===== config.mk =====
export PLATFORM = sky130hd
export DESIGN_NAME = add_share_arb_flat
export DESIGN_NICKNAME = d
export VERILOG_FILES = /design/src/rtl/add_share_arb_if.sv /design/src/rtl/add_share_arb.sv /design/src/flat_wrapper.sv
export SDC_FILE = /design/constraint.sdc
export NUM_CORES = 1
export LEC_CHECK = 0
export ABC_AREA = 0
export BUFFER_PORTS_ARGS = -buffer_cell sky130_fd_sc_hd__buf_2
export CAP_MARGIN = 40
export CORE_MARGIN = 2
export CORE_UTILIZATION = 42
export CTS_CLUSTER_DIAMETER = 150
export DETAILED_ROUTE_END_ITERATION = 6
export PLACE_DENSITY = 0.8
export SYNTH_ARGS = -nofsm -noshare
export SYNTH_HDL_FRONTEND = slang
export SYNTH_SLANG_ARGS = --single-unit

===== constraint.sdc =====
create_clock -name clk -period 2.57 [get_ports clk]
set_clock_uncertainty 0.05 [all_clocks]
set_input_delay 0.514 -clock clk [delete_from_list [all_inputs] [get_ports clk]]
set_output_delay 0.514 -clock clk [all_outputs]
set_load 0.05 [all_outputs]

===== src/rtl/add_share_arb_if.sv =====
// -----------------------------------------------------------------------------
// add_share_arb_if
// Bundles the requester channel, the shared-adder operand/result wires and the
// response channel of add_share_arb.
//
//   master : the arbiter side (add_share_arb). Drives grants, adder operands,
//            the response channel and busy.
//   slave  : the environment side (requesters, shared adder, result consumer).
//
// Signals:
//   req_valid [NREQ]        per-requester operation request
//   req_ready [NREQ]        one-hot grant/accept strobe
//   req_a/req_b [NREQ*W]    flattened operands, requester i at [i*WIDTH +: WIDTH]
//   add_a/add_b [WIDTH]     registered operands to the shared adder
//   add_y [WIDTH]           sum from the shared adder (combinational)
//   rsp_valid/rsp_ready     response handshake
//   rsp_sum [WIDTH]         registered, truncated sum
//   rsp_id [IDW]            owner of rsp_sum
//   busy                    arbiter not idle
// -----------------------------------------------------------------------------
interface add_share_arb_if #(
    parameter int WIDTH = 8,
    parameter int NREQ  = 4,
    parameter int IDW   = 3
);
    logic [NREQ-1:0]       req_valid;
    logic [NREQ-1:0]       req_ready;
    logic [NREQ*WIDTH-1:0] req_a;
    logic [NREQ*WIDTH-1:0] req_b;
    logic [WIDTH-1:0]      add_a;
    logic [WIDTH-1:0]      add_b;
    logic [WIDTH-1:0]      add_y;
    logic                  rsp_valid;
    logic                  rsp_ready;
    logic [WIDTH-1:0]      rsp_sum;
    logic [IDW-1:0]        rsp_id;
    logic                  busy;

    modport master (
        input  req_valid, req_a, req_b, add_y, rsp_ready,
        output req_ready, add_a, add_b, rsp_valid, rsp_sum, rsp_id, busy
    );

    modport slave (
        output req_valid, req_a, req_b, add_y, rsp_ready,
        input  req_ready, add_a, add_b, rsp_valid, rsp_sum, rsp_id, busy
    );
endinterface


===== src/rtl/add_share_arb.sv =====
// -----------------------------------------------------------------------------
// add_share_arb
// Round-robin scheduler sharing one external WIDTH-bit combinational adder
// among NREQ requesters. One operation is in flight at a time: the winning
// operands are registered onto the adder inputs, the sum is captured one cycle
// later and returned with the requester ID on a valid/ready response channel.
//
// Ports:
//   clk    system clock, rising edge
//   rst_n  synchronous active-low reset
//   bus    add_share_arb_if.master (requests, adder operands/result, response)
//
// Parameters WIDTH/NREQ/IDW must match the connected interface instance.
// Legal NREQ is 2..8 with 2**IDW >= NREQ.
//
// state | meaning
// ------+-----------------------------------------------------------------
// IDLE  | arbitrating; req_ready is the combinational round-robin winner
// EXEC  | operands on the adder; sum captured at the end of this cycle
// RESP  | rsp_valid held until rsp_ready; no grants
// -----------------------------------------------------------------------------
module add_share_arb #(
    parameter int WIDTH = 8,
    parameter int NREQ  = 4,
    parameter int IDW   = 3
) (
    input  logic           clk,
    input  logic           rst_n,
    add_share_arb_if.master bus
);

    typedef enum logic [1:0] {
        IDLE = 2'd0,
        EXEC = 2'd1,
        RESP = 2'd2
    } state_t;

    state_t           state;
    state_t           state_nxt;

    logic [IDW-1:0]   last_grant;
    logic [NREQ-1:0]  hi_mask;
    logic [NREQ-1:0]  hi_req;
    logic             win_found;
    logic [IDW-1:0]   win_idx;
    logic [NREQ-1:0]  win_onehot;
    logic [WIDTH-1:0] win_a;
    logic [WIDTH-1:0] win_b;

    logic [NREQ-1:0]  grant;
    logic             accept;

    logic [WIDTH-1:0] add_a_q;
    logic [WIDTH-1:0] add_b_q;
    logic [WIDTH-1:0] rsp_sum_q;
    logic [IDW-1:0]   rsp_id_q;
    logic             rsp_valid_q;

    // Round-robin winner: the lowest-indexed valid requester above last_grant
    // if there is one, otherwise the lowest-indexed valid requester overall.
    // This is the same as searching last_grant+1, last_grant+2, ... mod NREQ.
    always_comb begin
        hi_mask = '0;
        for (int i = 0; i < NREQ; i++) begin
            hi_mask[i] = (IDW'(i) > last_grant);
        end
        hi_req    = bus.req_valid & hi_mask;
        win_found = |bus.req_valid;

        win_idx = '0;
        for (int i = NREQ - 1; i >= 0; i--) begin
            if (bus.req_valid[i]) begin
                win_idx = IDW'(i);
            end
        end
        // Runs second so a requester above last_grant overrides the wrap pick.
        for (int i = NREQ - 1; i >= 0; i--) begin
            if (hi_req[i]) begin
                win_idx = IDW'(i);
            end
        end
    end

    // One-hot of the winner and operand select without a variable part-select.
    always_comb begin
        win_onehot = '0;
        win_a      = '0;
        win_b      = '0;
        for (int i = 0; i < NREQ; i++) begin
            if (win_found && (IDW'(i) == win_idx)) begin
                win_onehot[i] = 1'b1;
                win_a         = bus.req_a[i*WIDTH +: WIDTH];
                win_b         = bus.req_b[i*WIDTH +: WIDTH];
            end
        end
    end

    always_ff @(posedge clk) begin
        if (!rst_n) begin
            state <= IDLE;
        end else begin
            state <= state_nxt;
        end
    end

    always_comb begin
        state_nxt = state;
        grant     = '0;
        accept    = 1'b0;
        case (state)
            IDLE: begin
                // Gated by rst_n so no grant is ever shown while reset is held.
                if (rst_n && win_found) begin
                    grant     = win_onehot;
                    accept    = 1'b1;
                    state_nxt = EXEC;
                end
            end
            EXEC: begin
                state_nxt = RESP;
            end
            RESP: begin
                // Return to IDLE only; the next grant is a cycle later.
                if (bus.rsp_ready) begin
                    state_nxt = IDLE;
                end
            end
            default: begin
                state_nxt = IDLE;
            end
        endcase
    end

    always_ff @(posedge clk) begin
        if (!rst_n) begin
            add_a_q     <= '0;
            add_b_q     <= '0;
            rsp_sum_q   <= '0;
            rsp_id_q    <= '0;
            rsp_valid_q <= 1'b0;
            last_grant  <= IDW'(NREQ - 1);
        end else begin
            // add_a/add_b keep their last operands after completion.
            if (accept) begin
                add_a_q    <= win_a;
                add_b_q    <= win_b;
                rsp_id_q   <= win_idx;
                last_grant <= win_idx;
            end
            if (state == EXEC) begin
                rsp_sum_q   <= bus.add_y;
                rsp_valid_q <= 1'b1;
            end
            if ((state == RESP) && bus.rsp_ready) begin
                rsp_valid_q <= 1'b0;
            end
        end
    end

    assign bus.req_ready = grant;
    assign bus.add_a     = add_a_q;
    assign bus.add_b     = add_b_q;
    assign bus.rsp_valid = rsp_valid_q;
    assign bus.rsp_sum   = rsp_sum_q;
    assign bus.rsp_id    = rsp_id_q;
    assign bus.busy      = (state != IDLE);

endmodule


===== src/flat_wrapper.sv =====
// flat-port wrapper written by rule: the top's interface ports become plain ports
module add_share_arb_flat 
#(
    parameter int WIDTH = 8,
    parameter int NREQ  = 4,
    parameter int IDW   = 3
)
  (clk, rst_n, bus_req_valid, bus_req_a, bus_req_b, bus_add_y, bus_rsp_ready, bus_req_ready, bus_add_a, bus_add_b, bus_rsp_valid, bus_rsp_sum, bus_rsp_id, bus_busy);
  add_share_arb_if #(.WIDTH(WIDTH), .NREQ(NREQ), .IDW(IDW)) bus_i ();
  input  logic clk;
  input  logic rst_n;
  input wire logic [$bits(bus_i.req_valid)-1:0] bus_req_valid;
  input wire logic [$bits(bus_i.req_a)-1:0] bus_req_a;
  input wire logic [$bits(bus_i.req_b)-1:0] bus_req_b;
  input wire logic [$bits(bus_i.add_y)-1:0] bus_add_y;
  input wire logic [$bits(bus_i.rsp_ready)-1:0] bus_rsp_ready;
  output wire logic [$bits(bus_i.req_ready)-1:0] bus_req_ready;
  output wire logic [$bits(bus_i.add_a)-1:0] bus_add_a;
  output wire logic [$bits(bus_i.add_b)-1:0] bus_add_b;
  output wire logic [$bits(bus_i.rsp_valid)-1:0] bus_rsp_valid;
  output wire logic [$bits(bus_i.rsp_sum)-1:0] bus_rsp_sum;
  output wire logic [$bits(bus_i.rsp_id)-1:0] bus_rsp_id;
  output wire logic [$bits(bus_i.busy)-1:0] bus_busy;
  assign bus_i.req_valid = bus_req_valid;
  assign bus_i.req_a = bus_req_a;
  assign bus_i.req_b = bus_req_b;
  assign bus_i.add_y = bus_add_y;
  assign bus_i.rsp_ready = bus_rsp_ready;
  assign bus_req_ready = bus_i.req_ready;
  assign bus_add_a = bus_i.add_a;
  assign bus_add_b = bus_i.add_b;
  assign bus_rsp_valid = bus_i.rsp_valid;
  assign bus_rsp_sum = bus_i.rsp_sum;
  assign bus_rsp_id = bus_i.rsp_id;
  assign bus_busy = bus_i.busy;
  add_share_arb #(.WIDTH(WIDTH), .NREQ(NREQ), .IDW(IDW)) u_core (.clk(clk), .rst_n(rst_n), .bus(bus_i));
endmodule

# Yosys cells after proc, flatten, opt, wreduce, memory -nomap -nowiden
# Index checks and enable logic that the tools add are counted.
# totals
input_bits	79
register_bits	33
# op_classes
eq_ne	7
magnitude_cmp	4
bitwise	2
mux	27
n_reduce_logical	12
# op_table
operator	count
2-to-1 mux 8 bit	8
2-to-1 mux 2 bit	10
2-to-1 mux 4 bit	2
greater-than comparator 1 x 3 -> 1 bit, first input constant	2
greater-than comparator 2 x 3 -> 1 bit, first input constant	2
logical AND 1 bit	6
2-to-1 mux 1 bit	6
case mux 2 bit (3 select lines)	1
bitwise AND 4 bit	1
== test 2 bit, first input constant	2
OR reduction 4 bit	1
logical NOT 3 bit	1
== test 1 x 2 -> 1 bit, first input constant	1
== test 2 x 1 -> 1 bit, second input constant	1
== test 2 bit, second input constant	1
logical NOT 2 bit	1
inequality test 2 x 1 -> 1 bit, second input constant	1
inequality test 2 bit, second input constant	1
AND reduction 2 bit	1
nonzero test 2 bit	1
OR reduction 2 bit	1
inverter 1 bit	1

# Depth between registers and ports, before layout
# Gate-level depths: netlist of the first run.
# logic_depth
depth_word	14
depth_mapped	8
ltp_nobuf	6

# Worst setup path after synthesis of the first run
# Ideal clock, no wire load.
# synth_path
path_kind	input port to output port
from	input bus_req_valid[3]
to	output bus_req_ready[0]
setup_slack_ns	-0.869
stages	6
t_arrival_ns	2.875
n_path_buf	2
required_time_ns	2.006
path_cell_list	clkbuf_2 -> nor2b_2 -> a21oi_1 -> o221ai_2 -> buf_6 -> nor4_1
# synth_between
elab_chain_len	13
word_cells_on_any_way	16
# synth_lines
element	line_no	source
start, declared	flat_wrapper.sv:12	input wire logic [$bits(bus_i.req_valid)-1:0] bus_req_valid;
2-to-1 mux 2 bit (4 in series)	add_share_arb.sv:72	if (bus.req_valid[i]) begin
2-to-1 mux 2 bit (4 in series)	add_share_arb.sv:78	if (hi_req[i]) begin
logical NOT 3 bit	add_share_arb.sv:90	if (win_found && (IDW'(i) == win_idx)) begin
logical AND 1 bit	add_share_arb.sv:90	
2-to-1 mux 1 bit	add_share_arb.sv:90	
2-to-1 mux 4 bit *	add_share_arb.sv:113	if (rst_n && win_found) begin
2-to-1 mux 4 bit *	add_share_arb.sv:110	case (state)
end, declared	flat_wrapper.sv:17	output wire logic [$bits(bus_i.req_ready)-1:0] bus_req_ready;
# Every way passes the cells marked *; elsewhere a longest branch is shown, timed or not.

# Worst setup path in the final report of the first run
# layout_path
from	input bus_req_valid[1]
to	output bus_req_ready[3]
# layout_between
elab_chain_len	11
word_cells_on_any_way	14
# layout_lines
element	line_no
2-to-1 mux 2 bit (2 in series)	add_share_arb.sv:72
2-to-1 mux 2 bit (4 in series)	add_share_arb.sv:78
== test 2 bit	add_share_arb.sv:90
logical AND 1 bit	add_share_arb.sv:90
2-to-1 mux 1 bit	add_share_arb.sv:90
2-to-1 mux 4 bit *	add_share_arb.sv:113
2-to-1 mux 4 bit *	add_share_arb.sv:110
# Marked as above.

==> impl_metrics.tcl, run 1 <==
set metrics [dict create \
    internal_power_mw 1.15 \
    dr.first_iter.drc_count 142 \
    switching_power_mw 0.710 \
    rsz0062_at_grt "no" \
    syn-num-nets 278 \
    ys_ff_latch 31 \
    pwr-share-clk 0.308 \
    yosys_warnings 0 \
    setup_tns_ns 0 \
    drive_above_1_share 0.447 \
    min_from "u_core.bus.add_b[0]" \
    start_util 0.448 \
    clockBufferDepth 2 \
    grt_start_max_net_pins 18 \
    worst_hold_path.num_cells 2 \
    min_to "u_core.bus.add_b[0]" \
    power.leakage_nw 1.09 \
    setup_viol 0 \
    hold_viol 0 \
    synth.distinct_cells 38 \
    ir_worst_vdd_uv 399 \
    clk_pin_slew_ns 0.07 \
    die_w_um 67.2 \
    ff2ff_setup_slack_ns 0.61 \
    r2r-start "u_core.last_grant[0]" \
    hpwl_mm 3.66 \
    gp_congestion 0.811 \
    grt_pass1_wl_mm 7.85 \
    final_util 0.641 \
    areaGrowthSynthToFinish_pct 43.1 \
    num_rows 22 \
    crit_type "in -> out" \
    r2r_end "u_core.bus.add_a[5]" \
    dieArea_um2 4510 \
    diodes 0 \
    antenna_found_initial 0 \
    grt_pass1_vias 1708 \
    drv_cap 0 \
    dr.pass1.iters 4 \
    power.total_mw 1.86 \
    numCtsBuffers 5 \
    sw_frac_of_total 0.382 \
    tritoncts "yes" \
    synth.cell_area_um2 1680 \
    routed_wl_mm 4.95 \
    worst_setup_path_start_kind "input pin" \
    cts_root_buf "clkbuf_8" \
    sequentialPowerShare 0.318 \
    clkLatencyLatePin_ns 0.28 \
    yosysTopAreaCell "dfxtp_1" \
    nNetsFinal 387 \
    min_period_over_period 0.936 \
    wl_per_cell_um 13.9 \
    overflow 0 \
    max_slew_margin 0.464 \
    htree_levels 2 \
    comb_power_share 0.374 \
    synth.area.top_cells "dfxtp_1 37%, nand2_1 9.4%, a221oi_1 8.4%, o221ai_1 8.4%, o21ai_1 4.2%" \
    dr_total_vias 1912 \
    p_per_area_nw_per_um2 775 \
    slew_violations 0 \
    required_ns 2.01 \
    cts.sinks 31 \
    hp-class "reg -> reg" \
    cp.arrival_ns 1.84 \
    syn_inst 199 \
    port_buffers 110 \
    status "finished clean" \
    crit_fanout 10 \
    min_period_ns 2.41 \
    worst_setup_path_end_kind "primary output" \
    ant_nets 0 \
    synth.avg_cell_area_um2 8.43 \
    grt_usage 0.229 \
    remaining_drc_errors 0 \
    reg2reg_depth 4 \
    core-area_um2 3740 \
    post_dp_cell_area_um2 2250 \
    die_y_um 67.2 \
    fmax_ghz 0.416 \
    ys_seq_area_frac 0.370 \
    tightest_slew_ns 0.802 \
    viasPerCell 5.36 \
    io_pins 112 \
    final_area_um2 2400 \
    netlist.area_leader.share 0.370 \
    cts_setup_buffers 0 \
]
## cells in the final DEF, fill, tap and decap left out, types with 4 or more instances in the layout
cell type	Yosys	layout
a21boi_0	8	8
a221oi_1	16	16
clkbuf_8	0	5
a21oi_1	5	5
nand2_1	42	42
o21ai_1	14	14
nand2b_1	4	4
nor2_1	9	7
buf_2	2	108
buf_4	7	7
dfxtp_1	31	30
o221ai_1	16	16
o21ai_0	11	11
## routing by layer
metal,wire length (um),vias up,part of all wire,global-route usage
li1,-,957,-,-
met2,2560,73,0.52,0.405
met1,2060,877,0.42,0.282
met3,304,5,0.061,0.0550
met5,0,-,0,0
met4,29,0,0.0059,0.0459
## final cells by class
cell class,count,area [um2]
clock buffer,5,68.8
clock inverter,3,67.6
fill,355,1340
inverter,3,11.3
multi-input combinational,150,962
sequential,31,622
tap,48,60.1
timing repair buffer,117,608
## worst max-delay path by stage
stage,from,end,slack (ns),cells after the start
2_1_floorplan,bus_req_valid[1],bus_req_ready[2],0.01,7
3_3_place_gp,bus_req_valid[1],bus_req_ready[3],0.23,8
3_5_place_dp,bus_req_valid[1],bus_req_ready[3],0.18,8
4_1_cts,u_core.last_grant[1],bus_req_ready[0],0.04,5
5_1_grt,bus_req_valid[1],bus_req_ready[3],0.02,8
6_report,bus_req_valid[1],bus_req_ready[3],0.16,8
## stage by stage
stage | cells | worst slack (ns) | hold WS (ns)
after detailed placement | 349 | 0.177 | 0.391
after global routing | 357 | 0.0249 | 0.409
after CTS | 357 | 0.0350 | 0.399
after global placement | 349 | 0.232 | 0.384
final | 357 | 0.163 | 0.396
after floorplan | 199 | 0.0149 | 0.452
## cells by family (layout without fill, tap and decap cells)
| logic type | count (synthesis) | after routing | synth area share |
|---|---|---|---|
| compound gates | 79 | 79 | 0.364 |
| flops | 31 | 31 | 0.370 |
| buf+inv | 18 | 128 | 0.0716 |
| other cells | 1 | 1 | 0.00224 |
| simple gates | 70 | 70 | 0.192 |
## power by group through the flow
stage                     registers [mW]  logic [mW]  clock network [mW]
after floorplan                    0.799       0.316                   0
after global placement             0.598       0.686                   0
after detailed placement           0.601       0.695                   0
after CTS                          0.592       0.696               0.584
after global routing               0.600       0.748               0.613
final                              0.592       0.695               0.572
## cell usage after synthesis, drive strengths merged
cell / count
o21bai: 1
nor3: 2
clkbuf: 3
nor2: 10
a21o: 1
o21ai: 25
dfxtp: 31
o21a: 1
inv: 3
conb: 1
a21oi: 5
and2: 1
buf: 12
nor4: 2
a211oi: 1
nor2b: 3
o221ai: 17
and2b: 1
a32oi: 1
nand2: 42
a21boi: 9
nand3b: 1
nand2b: 4
a221oi: 16
nand3: 1
a22oi: 1
or2: 3
a311oi: 1
## critical path, cell delays in order
cell and delay, ns:
buf_2 0.17, nor4_1 0.42, nor2_2 0.09, nand2_1 0.18
inv_2 0.06, nand2_1 0.13, nor3_4 0.04, clkbuf_4 0.22
## what timing repair did
| item | CTS | global route |
|---|---|---|
| gates resized for setup | 0 | 4 |
| hold buffers | 0 | 0 |
| endpoints found under the setup margin | 0 | 2 |
## sequential cells by signal, summed over array words and instances, names as in the netlist
name / flops
u_core.last_grant: 2
u_core.bus.rsp_valid: 1
u_core.bus.add_b: 8
u_core.bus.add_a: 8
u_core.bus.rsp_id: 2
u_core.state: 2
u_core.bus.rsp_sum: 8
Power figures use the tool's default switching activity.
==> run 2: changes to the inputs <==
--- a/config.mk
+++ b/config.mk
@@ -7,12 +7,12 @@
 export LEC_CHECK = 0
 export ABC_AREA = 0
 export BUFFER_PORTS_ARGS = -buffer_cell sky130_fd_sc_hd__buf_2
-export CAP_MARGIN = 40
+export CAP_MARGIN = 5
 export CORE_MARGIN = 2
 export CORE_UTILIZATION = 42
 export CTS_CLUSTER_DIAMETER = 150
 export DETAILED_ROUTE_END_ITERATION = 6
-export PLACE_DENSITY = 0.8
+export PLACE_DENSITY_LB_ADDON = 0.1
 export SYNTH_ARGS = -nofsm -noshare
 export SYNTH_HDL_FRONTEND = slang
 export SYNTH_SLANG_ARGS = --single-unit
==> run 2 against run 1 <==
Sequential cell count unchanged. Power decreased by 8.6%. Critical endpoint unchanged. Setup slack got worse by 0.0075 ns. Largest power group unchanged. Maximum frequency decreased by 0.31%. Global-route usage decreased by 1.0 points.
==> impl_metrics.tcl, run 2 (same netlist as run 1, synthesis figures left out) <==
set metrics [dict create \
    status "finished clean" \
    grt_start_max_net_pins 18 \
    hold_viol 0 \
    worst_slack_ns 0.156 \
    crit_start "bus_req_valid[1]" \
    min_period_over_period 0.939 \
    crit_fanout 10 \
    clkLatencyLatePin_ns 0.28 \
    wl_per_cell_um 13.4 \
    worst_setup_path_start_kind "input pin" \
    power.total_mw 1.70 \
    gp_congestion 0.846 \
    final_cell_mix "109 x buf_2, 42 x nand2_1, 30 x dfxtp_1" \
    hp-class "reg -> reg" \
    clockBufferDepth 2 \
    io_pins 112 \
    hpwl_mm 3.66 \
    grt_pass1_vias 1659 \
    numCtsBuffers 5 \
    r2r_end "u_core.bus.add_a[2]" \
    cp_slowest_cell "nor4_1" \
    rsz0062_at_grt "no" \
    clk_pin_slew_ns 0.06 \
    overflow 0 \
    htree_levels 2 \
    cp.arrival_ns 1.85 \
    reg2reg_depth 4 \
    min_period_ns 2.41 \
    diodes 0 \
    ff2ff_setup_slack_ns 0.69 \
    nNetsFinal 386 \
    remaining_drc_errors 0 \
    cts_root_buf "clkbuf_8" \
    viasPerCell 5.25 \
    tritoncts "yes" \
    crit_end "bus_req_ready[3]" \
    drive_above_1_share 0.445 \
    setup_tns_ns 0 \
    routed_wl_mm 4.77 \
    cts.sinks 31 \
    grt_usage 0.218 \
    p_per_area_nw_per_um2 721 \
    crit_chain "buf_2, nor4_1, nor2_2, nand2_1, inv_2, nand2_1, nor3_4, clkbuf_4" \
    fmax_ghz 0.414 \
    grt_pass1_wl_mm 7.47 \
    ant_nets 0 \
    r2r-start "u_core.last_grant[0]" \
    dr.pass1.iters 4 \
    required_ns 2.01 \
    cp_top_family "simple AND/OR/NAND/NOR gates" \
    core-area_um2 3740 \
    final_common_cell "buf_2" \
    crit_buf_inv 3 \
    ir_worst_vdd_uv 491 \
    setup_viol 0 \
    die_w_um 67.2 \
    worst-path-stages 8 \
    num_rows 22 \
    antenna_found_initial 0 \
    max_slew_margin 0.527 \
    worst_setup_path_end_kind "primary output" \
    slew_violations 0 \
    die_y_um 67.2 \
    tightest_slew_ns 0.707 \
    crit_type "in -> out" \
    port_buffers 110 \
    hold_buffers 0 \
    dp_slack_ns 0.169 \
    drv_cap 0 \
    hold_slack_ns 0.394 \
    dr.first_iter.drc_count 110 \
    dr_total_vias 1870 \
    areaGrowthSynthToFinish_pct 40.6 \
    final_util 0.630 \
    power.leakage_nw 1.07 \
    start_util 0.448 \
    slowest_delay_ns 0.44 \
    cp_common_cell "nand2_1" \
    dieArea_um2 4510 \
]
[run 2: changes by cell type in the layout (fill, tap and decap cells not counted)]
cell	previous run	this run
bufinv_16	2	0
clkbuf_8	5	7
buf_2	108	109
buf_4	7	6
clkbuf_4	2	1
[run 2: what timing repair did]
item,4_1_cts,5_1_grt
setup buffers,0,0
resized for setup,0,3
setup endpoints to repair,0,3
[run 2: metrics by stage]
step / instances / cell area [um2]
after floorplan: 199 / 1700
after global placement: 348 / 2250
after detailed placement: 348 / 2250
after CTS: 356 / 2350
after global routing: 356 / 2360
final: 356 / 2360
[run 2: layout make-up]
type	count	area [um2]
fill	359	1390
sequential	31	622
multi-input combinational	150	962
inverter	3	11.3
clock buffer	7	96.3
clock inverter	1	7.51
tap	48	60.1
timing repair buffer	116	598
[run 2: worst min path at each step]
stage / startpoint / endpoint / slack, ns / cells after the start
global placement: u_core.bus.add_a[7] / u_core.bus.add_a[7] / 0.39 / 2
floorplan: u_core.state[0] / u_core.bus.rsp_valid / 0.45 / 2
finish: u_core.bus.add_b[3] / u_core.bus.add_b[3] / 0.39 / 2
CTS: u_core.bus.add_b[3] / u_core.bus.add_b[3] / 0.40 / 2
global route: u_core.bus.add_b[1] / u_core.bus.add_b[1] / 0.43 / 2
detailed placement: u_core.bus.add_b[3] / u_core.bus.add_b[3] / 0.39 / 2
[run 2: power by group]
group	total [mW]	internal (mW)	switching [mW]
logic	0.690	0.211	0.479
clock network	0.419	0.243	0.176
registers	0.590	0.549	0.0409
[run 2: layer usage]
| metal | GRT usage | vias to the layer above | part of all wire |
|---|---|---|---|
| li1 | - | 959 | - |
| met1 | 0.263 | 833 | 0.41 |
| met2 | 0.380 | 76 | 0.50 |
| met3 | 0.0583 | 2 | 0.086 |
| met4 | 0.0612 | 0 | 0.0048 |
| met5 | 0 | - | 0 |
[run 2: worst min-delay path, delay by kind of cell (launching register included)]
| family | cells | cell delay [ns] |
|---|---|---|
| flip-flops | 1 | 0.31 |
| AND/OR/NAND/NOR | 1 | 0.05 |
| AO/OA/AOI/OAI | 1 | 0.05 |
==> run 3: changes to the inputs <==
--- a/config.mk
+++ b/config.mk
@@ -5,11 +5,11 @@
 export SDC_FILE = /design/constraint.sdc
 export NUM_CORES = 1
 export LEC_CHECK = 0
-export ABC_AREA = 0
+export ABC_AREA = 1
 export BUFFER_PORTS_ARGS = -buffer_cell sky130_fd_sc_hd__buf_2
 export CAP_MARGIN = 5
 export CORE_MARGIN = 2
-export CORE_UTILIZATION = 42
+export CORE_UTILIZATION = 44
 export CTS_CLUSTER_DIAMETER = 150
 export DETAILED_ROUTE_END_ITERATION = 6
 export PLACE_DENSITY_LB_ADDON = 0.1
==> run 3 against run 2 <==
Largest power group unchanged. Setup slack better by 0.13 ns. Routed wire length is 7.9% higher. Die area is 13% higher.
==> impl_metrics.tcl, run 3 <==
set metrics [dict create \
    dr.first_iter.drc_count 79 \
    syn-num-nets 348 \
    htree_levels 2 \
    dr_total_vias 2080 \
    cts.sinks 31 \
    fmax_ghz 0.437 \
    syn_inst 269 \
    num_rows 24 \
    synthTopCellsByCount "48 x nand3_1, 44 x nand2_1, 31 x dfxtp_1" \
    hold_viol 0 \
    max_slew_margin 0.646 \
    worst_setup_path_end_kind "primary output" \
    synth_most_common_cell "nand3_1" \
    synthArstFlopShare 0 \
    grt_start_max_net_pins 34 \
    p_per_area_nw_per_um2 691 \
    grt_pass1_vias 1902 \
    die_w_um 71.3 \
    core-area_um2 4350 \
    synth.area.top_cells "dfxtp_1 31%, nand3_1 12%, nand2_1 8.3%, a21oi_1 6.0%, a21oi_2 4.8%" \
    ys_seq_area_frac 0.311 \
    port_buffers 110 \
    status "finished clean" \
    nNetsFinal 454 \
    diodes 0 \
    ys_ff_latch 31 \
    numCtsBuffers 5 \
    grt_usage 0.203 \
    start_util 0.458 \
    viasPerCell 4.86 \
    netlist.area_leader.share 0.311 \
    regArea_um2 621 \
    synth.cell_area_um2 1990 \
    hold_slack_ns 0.378 \
    yosys_warnings 0 \
    final_common_cell "buf_2" \
    ant_nets 0 \
    overflow 0 \
    power.leakage_nw 1.34 \
    tightest_slew_ns 0.530 \
    rsz0062_at_grt "no" \
    clk_pin_slew_ns 0.07 \
    drv_cap 0 \
    gp_congestion 0.830 \
    ir_worst_vdd_uv 390 \
    synth.distinct_cells 27 \
    setup_tns_ns 0 \
    routed_wl_mm 5.15 \
    cts_root_buf "clkbuf_8" \
    areaGrowthSynthToFinish_pct 28.7 \
    io_pins 112 \
    grt_pass1_wl_mm 8.28 \
    yosysTopAreaCell "dfxtp_1" \
    clkLatencyLatePin_ns 0.28 \
    dieArea_um2 5090 \
    synth-edff-count 0 \
    synthFlopType "dfxtp_1" \
    antenna_found_initial 0 \
    hold_buffers 0 \
    die_y_um 71.3 \
    postCtsResizedCells 0 \
    nFillCells 431 \
    worst_setup_path_start_kind "register" \
    remaining_drc_errors 0 \
    drive_above_1_share 0.418 \
    min_period_over_period 0.890 \
    tritoncts "yes" \
    multi_input_area_um2 1090 \
    clockBufferDepth 2 \
    hp-class "in -> reg" \
    synth.avg_cell_area_um2 7.41 \
    cp.arrival_ns 1.72 \
    slew_violations 0 \
    dp_slack_ns 0.294 \
    min_period_ns 2.29 \
    crit_type "reg -> out" \
    final_cell_mix "110 x buf_2, 48 x nand3_1, 44 x nand2_1" \
    cts_setup_buffers 0 \
    wl_per_cell_um 12.0 \
    required_ns 2.01 \
    crit_fanout 16 \
    worst_slack_ns 0.283 \
    hpwl_mm 3.88 \
    setup_viol 0 \
    dr.pass1.iters 5 \
]
## run 3: changes by cell type after synthesis, moves of 11 or more
cell and change:
inv_1 +22, nor2_1 +15, a221oi_1 -16, o221ai_1 -16, a21oi_1 +19, nand3_1 +47, a21oi_2 +11, o21ai_1 -14
## run 3: area by class of cell
type,instances,share of cell area
multi-input combinational,195,0.424
sequential,31,0.242
timing repair buffer,115,0.229
inverter,27,0.0395
clock buffer,7,0.0375
tap,52,0.0254
clock inverter,1,0.00293
## run 3: power breakdown
group          total (mW)  switching [mW]  internal, mW
logic               0.777           0.531         0.246
registers           0.568          0.0298         0.539
clock network       0.427           0.184         0.243
## run 3: cell families after synthesis
family                 synth area share
AOI/OAI and AO/OA                 0.237
buffers and inverters             0.146
DFF                               0.311
other                           0.00188
and+or+nand+nor                   0.304
## run 3: critical path: stages, from the launching register on
cell and delay [ns]:
dfxtp_1 0.33, nor2_1 0.25, nand2_1 0.16, nand2_4 0.20
nand2_1 0.12, nor2_1 0.11, buf_2 0.27
## run 3: worst paths after layout
kind,start,to,slack [ns],cells past startpoint
setup / recovery,u_core.last_grant[0],bus_req_ready[1],0.28,6
hold / removal,bus_rsp_ready,u_core.bus.rsp_valid,0.38,2
setup reg to reg,u_core.last_grant[1],u_core.bus.add_b[4],0.78,8
hold reg to reg,u_core.bus.add_a[4],u_core.bus.add_a[4],0.41,2
## run 3: per-layer routing
| metal | track usage | vias to the layer above | share of wire |
|---|---|---|---|
| met5 | 0 | - | 0 |
| met4 | 0.0734 | 0 | 0.018 |
| met3 | 0.0492 | 8 | 0.059 |
| met2 | 0.321 | 72 | 0.45 |
| met1 | 0.270 | 902 | 0.47 |
| li1 | - | 1098 | - |
## run 3: stage by stage
stage	std cells	util	instance area (um2)	power [mW]
finish	428	0.589	2570	1.77
global route	428	0.589	2570	1.88
CTS	428	0.589	2570	1.79
detailed placement	420	0.566	2460	1.36
global placement	420	0.566	2460	1.36
floorplan	269	-	2000	1.22
